### src/rtl/wb_stage.sv
// wb_stage: writeback stage, r15 writes redirected to pc_write, retire counter; WB_FWD_EN adds forwarding ports
module wb_stage #(
  parameter int DATA_W = 32,
  parameter int ADDR_W = 4,
  parameter int CNT_W  = 32
) (
  input  logic              clk,
  input  logic              reset,
  input  logic              stall,
  input  logic              flush,
  input  logic              m_valid,
  input  logic              m_regwrite,
  input  logic              m_memtoreg,
  input  logic              m_byte,
  input  logic [ADDR_W-1:0] m_wa,
  input  logic [DATA_W-1:0] m_alu_result,
  input  logic [DATA_W-1:0] m_read_data,
`ifdef WB_FWD_EN
  input  logic [ADDR_W-1:0] ra1,
  input  logic [ADDR_W-1:0] ra2,
  output logic              fwd1,
  output logic              fwd2,
  output logic [DATA_W-1:0] fwd_data,
`endif
  output logic              we3,
  output logic [ADDR_W-1:0] wa3,
  output logic [DATA_W-1:0] wd3,
  output logic              pc_write,
  output logic [DATA_W-1:0] pc_target,
  output logic              wb_valid,
  output logic [CNT_W-1:0]  retire_count
);
  logic              valid, regwrite, memtoreg, byte_ld;
  logic [ADDR_W-1:0] wa;
  logic [DATA_W-1:0] alu_result, read_data, result;
  logic [1:0]        byte_off;
  logic              commit, is_r15;
  always_ff @(posedge clk) begin
    if (reset) begin
      valid      <= 1'b0;
      regwrite   <= 1'b0;
      memtoreg   <= 1'b0;
      byte_ld    <= 1'b0;
      wa         <= '0;
      alu_result <= '0;
      read_data  <= '0;
      byte_off   <= '0;
    end else if (flush) begin
      valid <= 1'b0;
    end else if (!stall) begin
      valid      <= m_valid;
      regwrite   <= m_regwrite;
      memtoreg   <= m_memtoreg;
      byte_ld    <= m_byte;
      wa         <= m_wa;
      alu_result <= m_alu_result;
      read_data  <= m_read_data;
      byte_off   <= m_alu_result[1:0];
    end
  end
  always_ff @(posedge clk) begin
    if (reset) retire_count <= '0;
    else if (commit) retire_count <= retire_count + CNT_W'(1);
  end
  always_comb begin
    commit    = valid & ~stall;
    is_r15    = wa == '1;
    result    = !memtoreg ? alu_result :
                !byte_ld  ? read_data  :
                {{(DATA_W-8){1'b0}}, read_data[{byte_off, 3'b000} +: 8]};
    we3       = commit & regwrite & ~is_r15;
    pc_write  = commit & regwrite & is_r15;
    wa3       = wa;
    wd3       = result;
    pc_target = result;
    wb_valid  = valid;
  end
`ifdef WB_FWD_EN
  // r15 is never held in the register file, so it is never forwarded
  always_comb begin
    fwd1     = valid & regwrite & (wa == ra1) & (ra1 != '1);
    fwd2     = valid & regwrite & (wa == ra2) & (ra2 != '1);
    fwd_data = result;
  end
`endif
endmodule

### config.mk
export PLATFORM = sky130hd
export DESIGN_NAME = wb_stage
export DESIGN_NICKNAME = d
export VERILOG_FILES = /design/src/rtl/wb_stage.sv
export SDC_FILE = /design/constraint.sdc
export NUM_CORES = 1
export LEC_CHECK = 0
export BUFFER_PORTS_ARGS = -buffer_cell sky130_fd_sc_hd__buf_2
export CAP_MARGIN = 0
export CORE_MARGIN = 4
export CORE_UTILIZATION = 45
export DETAILED_ROUTE_END_ITERATION = 12
export GPL_TIMING_DRIVEN = 1
export PLACE_DENSITY = 0.76
export SYNTH_ARGS = -nofsm -noshare
export SYNTH_HDL_FRONTEND = slang
export SYNTH_SLANG_ARGS = --single-unit
### constraint.sdc
create_clock -name clk -period 2.25 [get_ports clk]
set_input_delay 0 -clock clk [delete_from_list [all_inputs] [get_ports clk]]
set_output_delay 0 -clock clk [all_outputs]
set_load 0.02 [all_outputs]
## Word-level counts from Yosys, hierarchy flattened

Cells that the tools add are included.

- Register bits after elaboration: 106
- Bits in latches: 0
- RAM bits: 0
- ROM bits: 0
- Bits of input ports: 76
- Output and inout port bits: 103
- Word-level logic and storage cells: 23
- Memories: 0

- $add $sub $neg: 1
- Multiply operators: 0
- Div/mod/pow operators: 0
- $lt $le $gt $ge: 0
- Equal/unequal tests: 1
- Shift-type cells: 1
- Mux-type cells: 2
- Bitwise operators: 7
- Reduce and logical (&&, ||, !) cells: 2

Operators with widths:

| kind | count |
|---|---|
| 2-to-1 mux 32 bit | 2 |
| adder 32 x 1 -> 32 bit (second input constant) | 1 |
| variable part select 32 x 6 -> 8 bit | 1 |
| bitwise AND 1 bit | 4 |
| == test 4 bit (second input constant) | 1 |
| NOT 1 bit | 3 |
| AND reduction 2 bit | 1 |
| OR reduction 2 bit | 1 |

## Depth between registers and ports, before layout

Gate-level depths: netlist of run 1.

- Word-level depth: 4
- Mapped depth: 7
- Gate-level depth less buffers: 5

## Least setup slack after synthesis of run 1

OpenSTA, ideal clock, no wires.

- Path kind: flip-flop to flip-flop
- From: register retire_count[0]
- To: register retire_count[30]
- Setup time: 0.070 ns
- Arrival time: 2.102 ns
- Required time: 2.180 ns
- Slack: 0.077 ns
- Cell stages (with the launch flop): 7
- Path buffers: 1
- Period minus slack after synthesis: 2.173 ns
- Path through: dfxtp_1 ha_1 nand4b_1 or4_4 buf_2 or4_1 a21oi_1

- Word-level cells in the longest chain between the ends: 1

RTL lines:

| item | line | text |
|---|---|---|
| from (decl) | 31 | `output logic [CNT_W-1:0] retire_count` |
| from (signal assigned) | 63 | `else if (commit) retire_count <= retire_count + CNT_W'(1);` |
| adder 32 x 1 -> 32 bit | 63 |  |

Every way passes these cells.
A chain may end at the register's enable or synchronous reset.

## Worst setup path in the final report of run 1

- From: register retire_count[3]
- To: register retire_count[25]

The elaborated chain is that of the path after synthesis.

==> results.py, run 1 <==
metrics = {
    "placement": {
        "dp_hpwl_mm": 9.747,
        "portBuffers": 178,
        "dp_worst_setup_slack_ns": 0.1566,
        "place.gp.congestion": 0.9181,
    },
    "yosys": {
        "synthAdderAreaFrac_pct": 0.2520,
        "synthSimpleGateAreaFrac_pct": 26.26,
        "yosys.area.top_type": "dfxtp_1",
        "synth_xor_area_share_pct": 1.764,
        "synth_ff_type": "dfxtp_1",
        "synth_area_sq_mm": 0.004965,
        "ys_seq_elements": 104,
        "synth_fp_nets": 747,
        "async_flop_share_pct": 0,
        "synth-edff-count": 0,
        "synth_area_per_cell_sq_um": 7.410,
        "synth_top_family_by_area": "simple AND/OR/NAND/NOR gates",
        "synthTopCellsByArea": "dfxtp_1, nand2_1, a21oi_1",
        "ys.warnings.count": 0,
        "netlist_instances": 670,
        "yosysSeqAreaShare_pct": 41.94,
        "synth_compound_area_share_pct": 17.16,
        "synth_top_area_share_pct": 41.94,
        "synth_common_cells": "nand2_1, dfxtp_1, a21oi_1, clkbuf_1",
        "synth.area.mux_share_pct": 1.689,
        "ys_types": 41,
        "yosysMostFrequentCell": "nand2_1",
    },
    "critical_path": {
        "reg2reg_from": "retire_count[3]",
        "crit_type": "reg -> reg",
        "reg2reg_to": "retire_count[25]",
        "setup.worst_path.start_class": "register",
        "ff2ff_setup_slack_ns": 0.12,
        "slowest_stage": "or4_1",
        "cp-startpoint": "retire_count[3]",
        "cp.required_ns": 2.55,
        "slowest_delay_ns": 0.70,
        "crit_fanout": 9,
        "cp-end-kind": "register",
        "rr_worst_depth": 4,
        "cpMostUsedCell": "or4_1",
        "critical_path.cell_chain": "nand4_4 > or4_1 > or4_1 > a21oi_1",
        "cp-endpoint": "retire_count[25]",
        "crit_arrival_ns": 2.43,
    },
    "die": {
        "dieHeight_um": 113.0,
        "initial_core_util_pct": 45.80,
        "die_area_sq_mm": 0.01278,
        "pin_count": 179,
        "die_x_um": 113.0,
        "core_area_sq_mm": 0.01084,
        "num_rows": 38,
    },
    "clock_network": {
        "clockBufferDepth": 2,
        "root_buffer": "clkbuf_8",
        "cts_tree": "done",
        "cts_max_level": 3,
        "clk_latency_ns": 0.37,
        "numCtsBuffers": 9,
        "cts_resized": 0,
        "clock-sinks": 104,
        "clk_pin_slew_ns": 0.11,
    },
    "timing": {
        "worst_slack_ns": 0.1218,
        "tightest_slew_ns": 0.7328,
        "hold-worst-slack_ns": 0.09465,
        "slew_violations": 0,
        "fin_crit_sh_pct": 94.58,
        "rsz0062_at_grt": "false",
        "finalHoldViolCount": 0,
        "setup_viol": 0,
        "period_minus_slack_ns": 2.128,
        "skew_ns": 0.01179,
        "fmax_mhz": 469.9,
        "tns_ns": 0,
        "max-slew-margin-rel_pct": 51.15,
    },
    "power_and_ir_drop": {
        "ir_drop_v": 0.0003888,
        "power_density_mw_per_mm2": 555.7,
        "p_leak_uw": 0.002769,
        "power_uw": 3711,
    },
    "detailed_routing": {
        "first_pass_iters": 5,
        "wire_per_inst_um": 14.61,
        "avgViaCountPerCell": 5.173,
        "ant_nets": 0,
        "routed_wl_mm": 14.82,
        "drt_iter0_drc": 320,
        "drc": 0,
        "vias": 5245,
    },
    "global_route": {
        "groute.usage.overall_pct": 22.34,
        "antenna_found_initial": 0,
        "overflow": 0,
        "grt_pass1_vias": 4749,
        "grt_pass1_wl_mm": 23.41,
        "grt_start_max_net_pins": 72,
    },
    "cells_and_area": {
        "syn_to_final_growth_pct": 34.50,
        "fin_nets": 946,
        "drive_gt1_share_pct": 24.71,
        "fill_cells": 938,
        "diodes": 0,
    },
    "run": {
        "maxCapViolCount": 0,
    },
    "outcome": {
        "status": "complete, no violations",
    },
    "min_path": {
        "hp-class": "in -> reg",
    },
}
-- power breakdown --
part | internal (uW) | switching, uW | total (uW)
Combinational | 242 | 311 | 553
Sequential | 1900 | 38.6 | 1940
Clock | 535 | 685 | 1220
Total | 2680 | 1030 | 3710
-- routing by layer --
| layer | vias up | track usage, % | wire (um) |
|---|---|---|---|
| met5 | - | 0 | 0 |
| met4 | 0 | 8.413 | 409 |
| met3 | 34 | 5.348 | 1100 |
| met2 | 191 | 36.85 | 7199 |
| met1 | 2396 | 28.40 | 6106 |
| li1 | 2624 | - | - |
-- cell type report --
cell class | instances | area [sq um] | share of cell area [%]
clock buffer | 9 | 123.9 | 1.855
clock inverter | 7 | 81.33 | 1.218
inverter | 37 | 138.9 | 2.080
multi-input combinational | 454 | 2350 | 35.19
sequential | 104 | 2082 | 31.18
tap | 140 | 175.2 | 2.623
timing repair buffer | 263 | 1727 | 25.86
-- state kept, by name, summed over array words and instances, names as in the netlist --
register,count
retire_count,32
alu_result,32
wb_valid,1
byte_ld,1
memtoreg,1
read_data,32
regwrite,1
wa3,4
-- kinds of logic (layout without fill, tap and decap cells) --
kind of cell             count (synthesis)  after routing
AO/OA/AOI/OAI                          156            156
XOR/XNOR                                10             10
adder cells (fa/ha/maj)                  1              1
buffers and inverters                  112            316
flip-flops                             104            104
multiplexers                             8              8
AND/OR/NAND/NOR                        279            279
-- placed cells by master (no fill, tap or decap), types with 6 or more instances in the layout --
cell / n
clkbuf_8: 9
dlygate4sd3_1: 73
dfxtp_1: 104
a21oi_1: 94
buf_2: 177
nand3_1: 17
o31ai_1: 12
or4_1: 14
nand4_1: 11
or3_1: 6
xnor2_1: 6
o21ai_0: 37
buf_4: 12
nand2_1: 176
nor2_1: 15
inv_1: 37
-- how the worst min path moves through the flow --
stage / from / end / slack (ns) / cells past startpoint
global placement: flush / wb_valid / 0.24 / 2
finish: reset / retire_count[12] / 0.09 / 2
detailed placement: m_alu_result[30] / alu_result[30] / 0.25 / 3
global route: reset / retire_count[12] / 0.1 / 2
floorplan: flush / wb_valid / 0.08 / 1
CTS: reset / retire_count[12] / 0.08 / 2
-- critical path, delay by kind of cell (launching register included) --
family	cells	cell delay, ns
flops	1	0.50
simple gates	3	1.42
compound gates	1	0.16
-- repair_timing --
item / 4_1_cts / 5_1_grt
hold buffers: 73 / 0
buffers inserted: 0 / 0
endpoints found under the hold margin: 72 / 0
-- stage by stage --
step / util (%) / area [sq um] / cells
final: 61.60 / 6678 / 1014
after global routing: 61.60 / 6678 / 1014
after CTS: 61.60 / 6678 / 1014
after detailed placement: 52.97 / 5742 / 925
after global placement: 52.97 / 5742 / 925
after floorplan: - / 4965 / 670
(Power assumes the default switching activity.)
==> run 2: changes to the inputs <==
==> constraint.sdc (replaced) <==
create_clock -name clk -period 2.25 [get_ports clk]
set_input_delay 0 -clock clk [delete_from_list [all_inputs] [get_ports clk]]
set_output_delay 0 -clock clk [all_outputs]
set_load 0.005 [all_outputs]
==> run 2 against run 1 <==
Effect of this change: cell area about the same; sequential cell count unchanged; core utilization about the same; clock skew up 0.0015 ns; sequential power about the same; count of clock-buffer cells in the layout unchanged; final cell count unchanged; total power down 2.0%.
==> results.py, run 2 (same netlist as run 1, synthesis figures left out) <==
metrics = {
    "min_path": {
        "min_to": "retire_count[0]",
        "hp-class": "in -> reg",
        "holdCritStartpoint": "reset",
        "whs_path_depth": 2,
    },
    "timing": {
        "tightest_slew_ns": 0.7397,
        "max-slew-margin-rel_pct": 50.69,
        "hold-worst-slack_ns": 0.1042,
        "setup_viol": 0,
        "skew_ns": 0.01324,
        "fmax_mhz": 472.9,
        "slew_violations": 0,
        "fin_crit_sh_pct": 93.99,
        "rsz0062_at_grt": "false",
        "finalHoldViolCount": 0,
        "period_minus_slack_ns": 2.115,
        "tns_ns": 0,
    },
    "critical_path": {
        "crit_fanout": 13,
        "rr_worst_depth": 5,
        "cp.required_ns": 2.56,
        "crit_arrival_ns": 2.42,
        "reg2reg_to": "retire_count[22]",
        "crit_type": "reg -> reg",
        "reg2reg_from": "retire_count[0]",
        "cp-end-kind": "register",
        "ff2ff_setup_slack_ns": 0.14,
        "setup.worst_path.start_class": "register",
    },
    "clock_network": {
        "root_buffer": "clkbuf_8",
        "post-cts-setup-buffers": 0,
        "numCtsBuffers": 9,
        "cts_max_level": 3,
        "clock-sinks": 104,
        "clockBufferDepth": 2,
        "clk_latency_ns": 0.37,
        "cts_tree": "done",
        "clk_pin_slew_ns": 0.11,
    },
    "die": {
        "core_area_sq_mm": 0.01084,
        "initial_core_util_pct": 45.80,
        "die_x_um": 113.0,
        "die_area_sq_mm": 0.01278,
        "dieHeight_um": 113.0,
        "num_rows": 38,
        "pin_count": 179,
    },
    "cells_and_area": {
        "largest_registers": "alu_result: 32 flops, read_data: 32 flops, retire_count: 32 flops",
        "finalNonFillerCells": 1014,
        "fill_cells": 971,
        "drive_gt1_share_pct": 24.83,
        "syn_to_final_growth_pct": 34.48,
        "mostFrequentLayoutCells": "buf_2, nand2_1, dfxtp_1",
        "fin_nets": 946,
        "layout_commonest_cell": "buf_2",
        "diodes": 0,
        "design_area_sq_mm": 0.006676,
    },
    "power_and_ir_drop": {
        "power_density_mw_per_mm2": 544.8,
        "p_leak_uw": 0.002766,
        "p_clk_share_pct": 33.6,
        "swShare_pct": 26.68,
        "intPower_uw": 2667,
        "power.switching_uw": 970.5,
        "comb_power_share_pct": 13.0,
        "seqPwrFrac_pct": 53.3,
        "ir_drop_v": 0.0003325,
    },
    "run": {
        "maxCapViolCount": 0,
    },
    "placement": {
        "dp_hpwl_mm": 9.814,
        "place.gp.congestion": 0.8866,
        "placed_area_sq_mm": 0.005742,
        "place_inst": 925,
        "portBuffers": 178,
    },
    "outcome": {
        "status": "complete, no violations",
    },
    "detailed_routing": {
        "vias": 5234,
        "avgViaCountPerCell": 5.162,
        "first_pass_iters": 5,
        "wire_per_inst_um": 14.75,
        "routed_wl_mm": 14.95,
        "drc": 0,
        "drt_iter0_drc": 273,
        "ant_nets": 0,
    },
    "global_route": {
        "grt_start_max_net_pins": 72,
        "grt_pass1_vias": 4822,
        "antenna_found_initial": 0,
        "groute.usage.overall_pct": 22.41,
        "grt_pass1_wl_mm": 23.55,
        "overflow": 0,
    },
}
==> run 2: cell type report <==
type / count / area, sq um / area share (%)
inverter: 37 / 138.9 / 2.080
multi-input combinational: 454 / 2350 / 35.19
timing repair buffer: 263 / 1727 / 25.86
sequential: 104 / 2083 / 31.20
clock inverter: 7 / 78.83 / 1.181
clock buffer: 9 / 123.9 / 1.855
tap: 140 / 175.2 / 2.624
==> run 2: power groups by stage <==
stage,registers (uW),logic [uW],clock network [uW]
finish,1940,475,1220
detailed placement,1980,373,0
global route,1950,526,1320
floorplan,1970,236,0
global placement,1980,369,0
CTS,1940,472,1240
==> run 2: worst max path at each step <==
stage	from	end	slack (ns)	cells past startpoint
final	retire_count[0]	retire_count[22]	0.14	5
after global routing	byte_ld	pc_target[2]	0.009	5
after CTS	retire_count[3]	retire_count[25]	0.12	4
after detailed placement	retire_count[3]	retire_count[25]	0.15	4
after global placement	retire_count[3]	retire_count[25]	0.19	4
after floorplan	retire_count[0]	retire_count[28]	0.21	6
==> run 2: critical path, cell delays in order (launching register included) <==
cell and delay (ns):
dfxtp_1 0.43, ha_1 0.25, nand4b_1 0.17, or4_4 0.53
or4_1 0.52, a21oi_1 0.14
==> run 2: repair_timing <==
| action | CTS | global route |
|---|---|---|
| hold endpoints to repair | 72 | 0 |
| hold buffers | 73 | 0 |
| resized for setup | 0 | 1 |
| setup endpoints to repair | 0 | 3 |
==> run 2: per-stage QoR <==
stage / setup WS (ns) / utilization, % / power [uW]
after global routing: 0.009452 / 61.59 / 3796
after detailed placement: 0.1517 / 52.97 / 2354
after global placement: 0.1904 / 52.97 / 2348
final: 0.1352 / 61.59 / 3637
after floorplan: 0.2113 / - / 2205
after CTS: 0.1209 / 61.58 / 3654
==> run 2: metal layers <==
metal	wire (um)	track usage (%)	share of wire, %	up-vias
met5	0	0	0	-
met4	336	7.372	2.2	0
met3	1005	3.957	6.7	30
met2	7452	37.95	50	196
met1	6159	28.98	41	2383
li1	-	-	-	2625
==> run 3: changes to the inputs <==
Settings changed: RECOVER_POWER set to 100.
==> run 3 against run 2 <==
Effect of this change: count of clock-buffer cells in the layout stayed put; sequential cell count stayed put; critical path type unchanged; global-route usage stayed put; wire length is 0.19% lower; core utilization is 1.1 points lower; largest power group unchanged; die area stayed put.
==> results.py, run 3 (same netlist as run 1, synthesis figures left out) <==
metrics = {
    "clock_network": {
        "clk_pin_slew_ns": 0.11,
        "cts_max_level": 3,
        "root_buffer": "clkbuf_8",
        "cts_tree": "done",
        "post-cts-setup-buffers": 0,
        "clock-sinks": 104,
        "clk_latency_ns": 0.37,
        "numCtsBuffers": 9,
        "clockBufferDepth": 2,
    },
    "critical_path": {
        "cp-startpoint": "retire_count[8]",
        "crit_fanout": 6,
        "rr_worst_depth": 4,
        "reg2reg_to": "retire_count[31]",
        "setup.worst_path.start_class": "register",
        "reg2reg_from": "retire_count[8]",
        "cp-end-kind": "register",
        "slowest_stage": "or4_1",
        "critical_path.cell_chain": "nand4_1 > or4_1 > nor4_1 > mux2_1",
        "crit_type": "reg -> reg",
        "crit_arrival_ns": 2.37,
        "ff2ff_setup_slack_ns": 0.14,
        "slowest_delay_ns": 0.64,
        "cp.required_ns": 2.51,
    },
    "power_and_ir_drop": {
        "p_clk_share_pct": 33.8,
        "swShare_pct": 26.84,
        "seqPwrFrac_pct": 53.5,
        "power.switching_uw": 973.2,
        "comb_power_share_pct": 12.8,
        "intPower_uw": 2653,
        "ir_drop_v": 0.0003346,
        "power_density_mw_per_mm2": 553.0,
        "power_uw": 3626,
        "p_leak_uw": 0.002434,
    },
    "detailed_routing": {
        "drc": 0,
        "routed_wl_mm": 14.93,
        "vias": 5256,
        "drt_iter0_drc": 298,
        "avgViaCountPerCell": 5.183,
        "wire_per_inst_um": 14.72,
        "ant_nets": 0,
        "first_pass_iters": 6,
    },
    "cells_and_area": {
        "fill_cells": 1039,
        "diodes": 0,
        "drive_gt1_share_pct": 15.90,
        "largest_registers": "alu_result: 32 flops, read_data: 32 flops, retire_count: 32 flops",
        "fin_nets": 946,
        "syn_to_final_growth_pct": 32.08,
        "layout_commonest_cell": "nand2_1",
        "mostFrequentLayoutCells": "nand2_1, dfxtp_1, buf_2",
    },
    "timing": {
        "fmax_mhz": 473.9,
        "slew_violations": 0,
        "finalHoldViolCount": 0,
        "fin_crit_sh_pct": 93.78,
        "skew_ns": 0.009220,
        "tns_ns": 0,
        "setup_viol": 0,
        "hold-worst-slack_ns": 0.09484,
        "rsz0062_at_grt": "false",
        "period_minus_slack_ns": 2.110,
        "worst_slack_ns": 0.1399,
        "tightest_slew_ns": 1.416,
        "max-slew-margin-rel_pct": 5.619,
    },
    "global_route": {
        "grt_pass1_wl_mm": 23.55,
        "met1_usage_pct": 28.98,
        "grt-busiest-layer": "met2",
        "use_met3_pct": 3.957,
        "antenna_found_initial": 0,
        "grt_start_max_net_pins": 72,
        "grtUsageMet2_pct": 37.95,
        "grt_pass1_vias": 4822,
        "overflow": 0,
        "groute.usage.overall_pct": 22.41,
    },
    "min_path": {
        "holdCritStartpoint": "reset",
        "whs_path_depth": 2,
        "min_to": "retire_count[12]",
        "hp-class": "in -> reg",
    },
    "placement": {
        "dp_worst_setup_slack_ns": 0.1517,
        "place.gp.congestion": 0.8866,
        "portBuffers": 178,
        "dp_hpwl_mm": 9.814,
    },
    "die": {
        "die_area_sq_mm": 0.01278,
        "initial_core_util_pct": 45.80,
        "core_area_sq_mm": 0.01084,
        "pin_count": 179,
        "num_rows": 38,
        "die_x_um": 113.0,
        "dieHeight_um": 113.0,
    },
    "run": {
        "maxCapViolCount": 0,
    },
    "outcome": {
        "status": "complete, no violations",
    },
}
==> run 3: cell types whose count changed in the layout (fill, tap and decap cells not counted), sizes merged <==
cell    delta
clkbuf    +83
buf       -83
==> run 3: per-stage QoR <==
| stage | util, % | area [sq um] | instances |
|---|---|---|---|
| 2_1_floorplan | - | 4965 | 670 |
| 3_3_place_gp | 52.97 | 5742 | 925 |
| 3_5_place_dp | 52.97 | 5742 | 925 |
| 4_1_cts | 61.58 | 6675 | 1014 |
| 5_1_grt | 60.49 | 6558 | 1014 |
| 6_report | 60.49 | 6558 | 1014 |
==> run 3: power by group through the flow <==
stage / sequential, uW / clock, uW / combinational [uW]
after floorplan: 1970 / 0 / 236
after global placement: 1980 / 0 / 369
after detailed placement: 1980 / 0 / 373
after CTS: 1940 / 1240 / 472
after global routing: 1950 / 1320 / 514
final: 1940 / 1220 / 463
==> run 3: worst max-delay path by stage <==
stage	to	slack, ns	depth (start not counted)
2_1_floorplan	retire_count[28]	0.21	6
3_3_place_gp	retire_count[25]	0.19	4
3_5_place_dp	retire_count[25]	0.15	4
4_1_cts	retire_count[25]	0.12	4
5_1_grt	pc_target[2]	0.02	5
6_report	retire_count[31]	0.14	4
==> run 3: cell type report <==
cell class | count | area (sq um) | area share [%]
multi-input cells | 454 | 2341 | 35.70
inverters | 37 | 138.9 | 2.118
clock buffers | 9 | 123.9 | 1.889
well taps | 140 | 175.2 | 2.671
flip-flops and latches | 104 | 2083 | 31.77
repair buffers | 263 | 1617 | 24.65
clock inverters | 7 | 78.83 | 1.202
==> run 3: timing repair <==
item,CTS,global route
endpoints found under the hold margin,72,0
gates resized for setup,0,1
endpoints found under the setup margin,0,3
hold buffers,73,0
==> run 3: critical path: cells and delay by family (launching register included) <==
family / cells / cell delay, ns
DFF: 1 / 0.45
and+or+nand+nor: 3 / 1.21
muxes: 1 / 0.35
==> run 3: layer usage <==
metal	routed length (um)	vias to the layer above
li1	-	2626
met1	6243	2407
met2	7376	190
met4	358	0
met3	946	33
met5	0	-
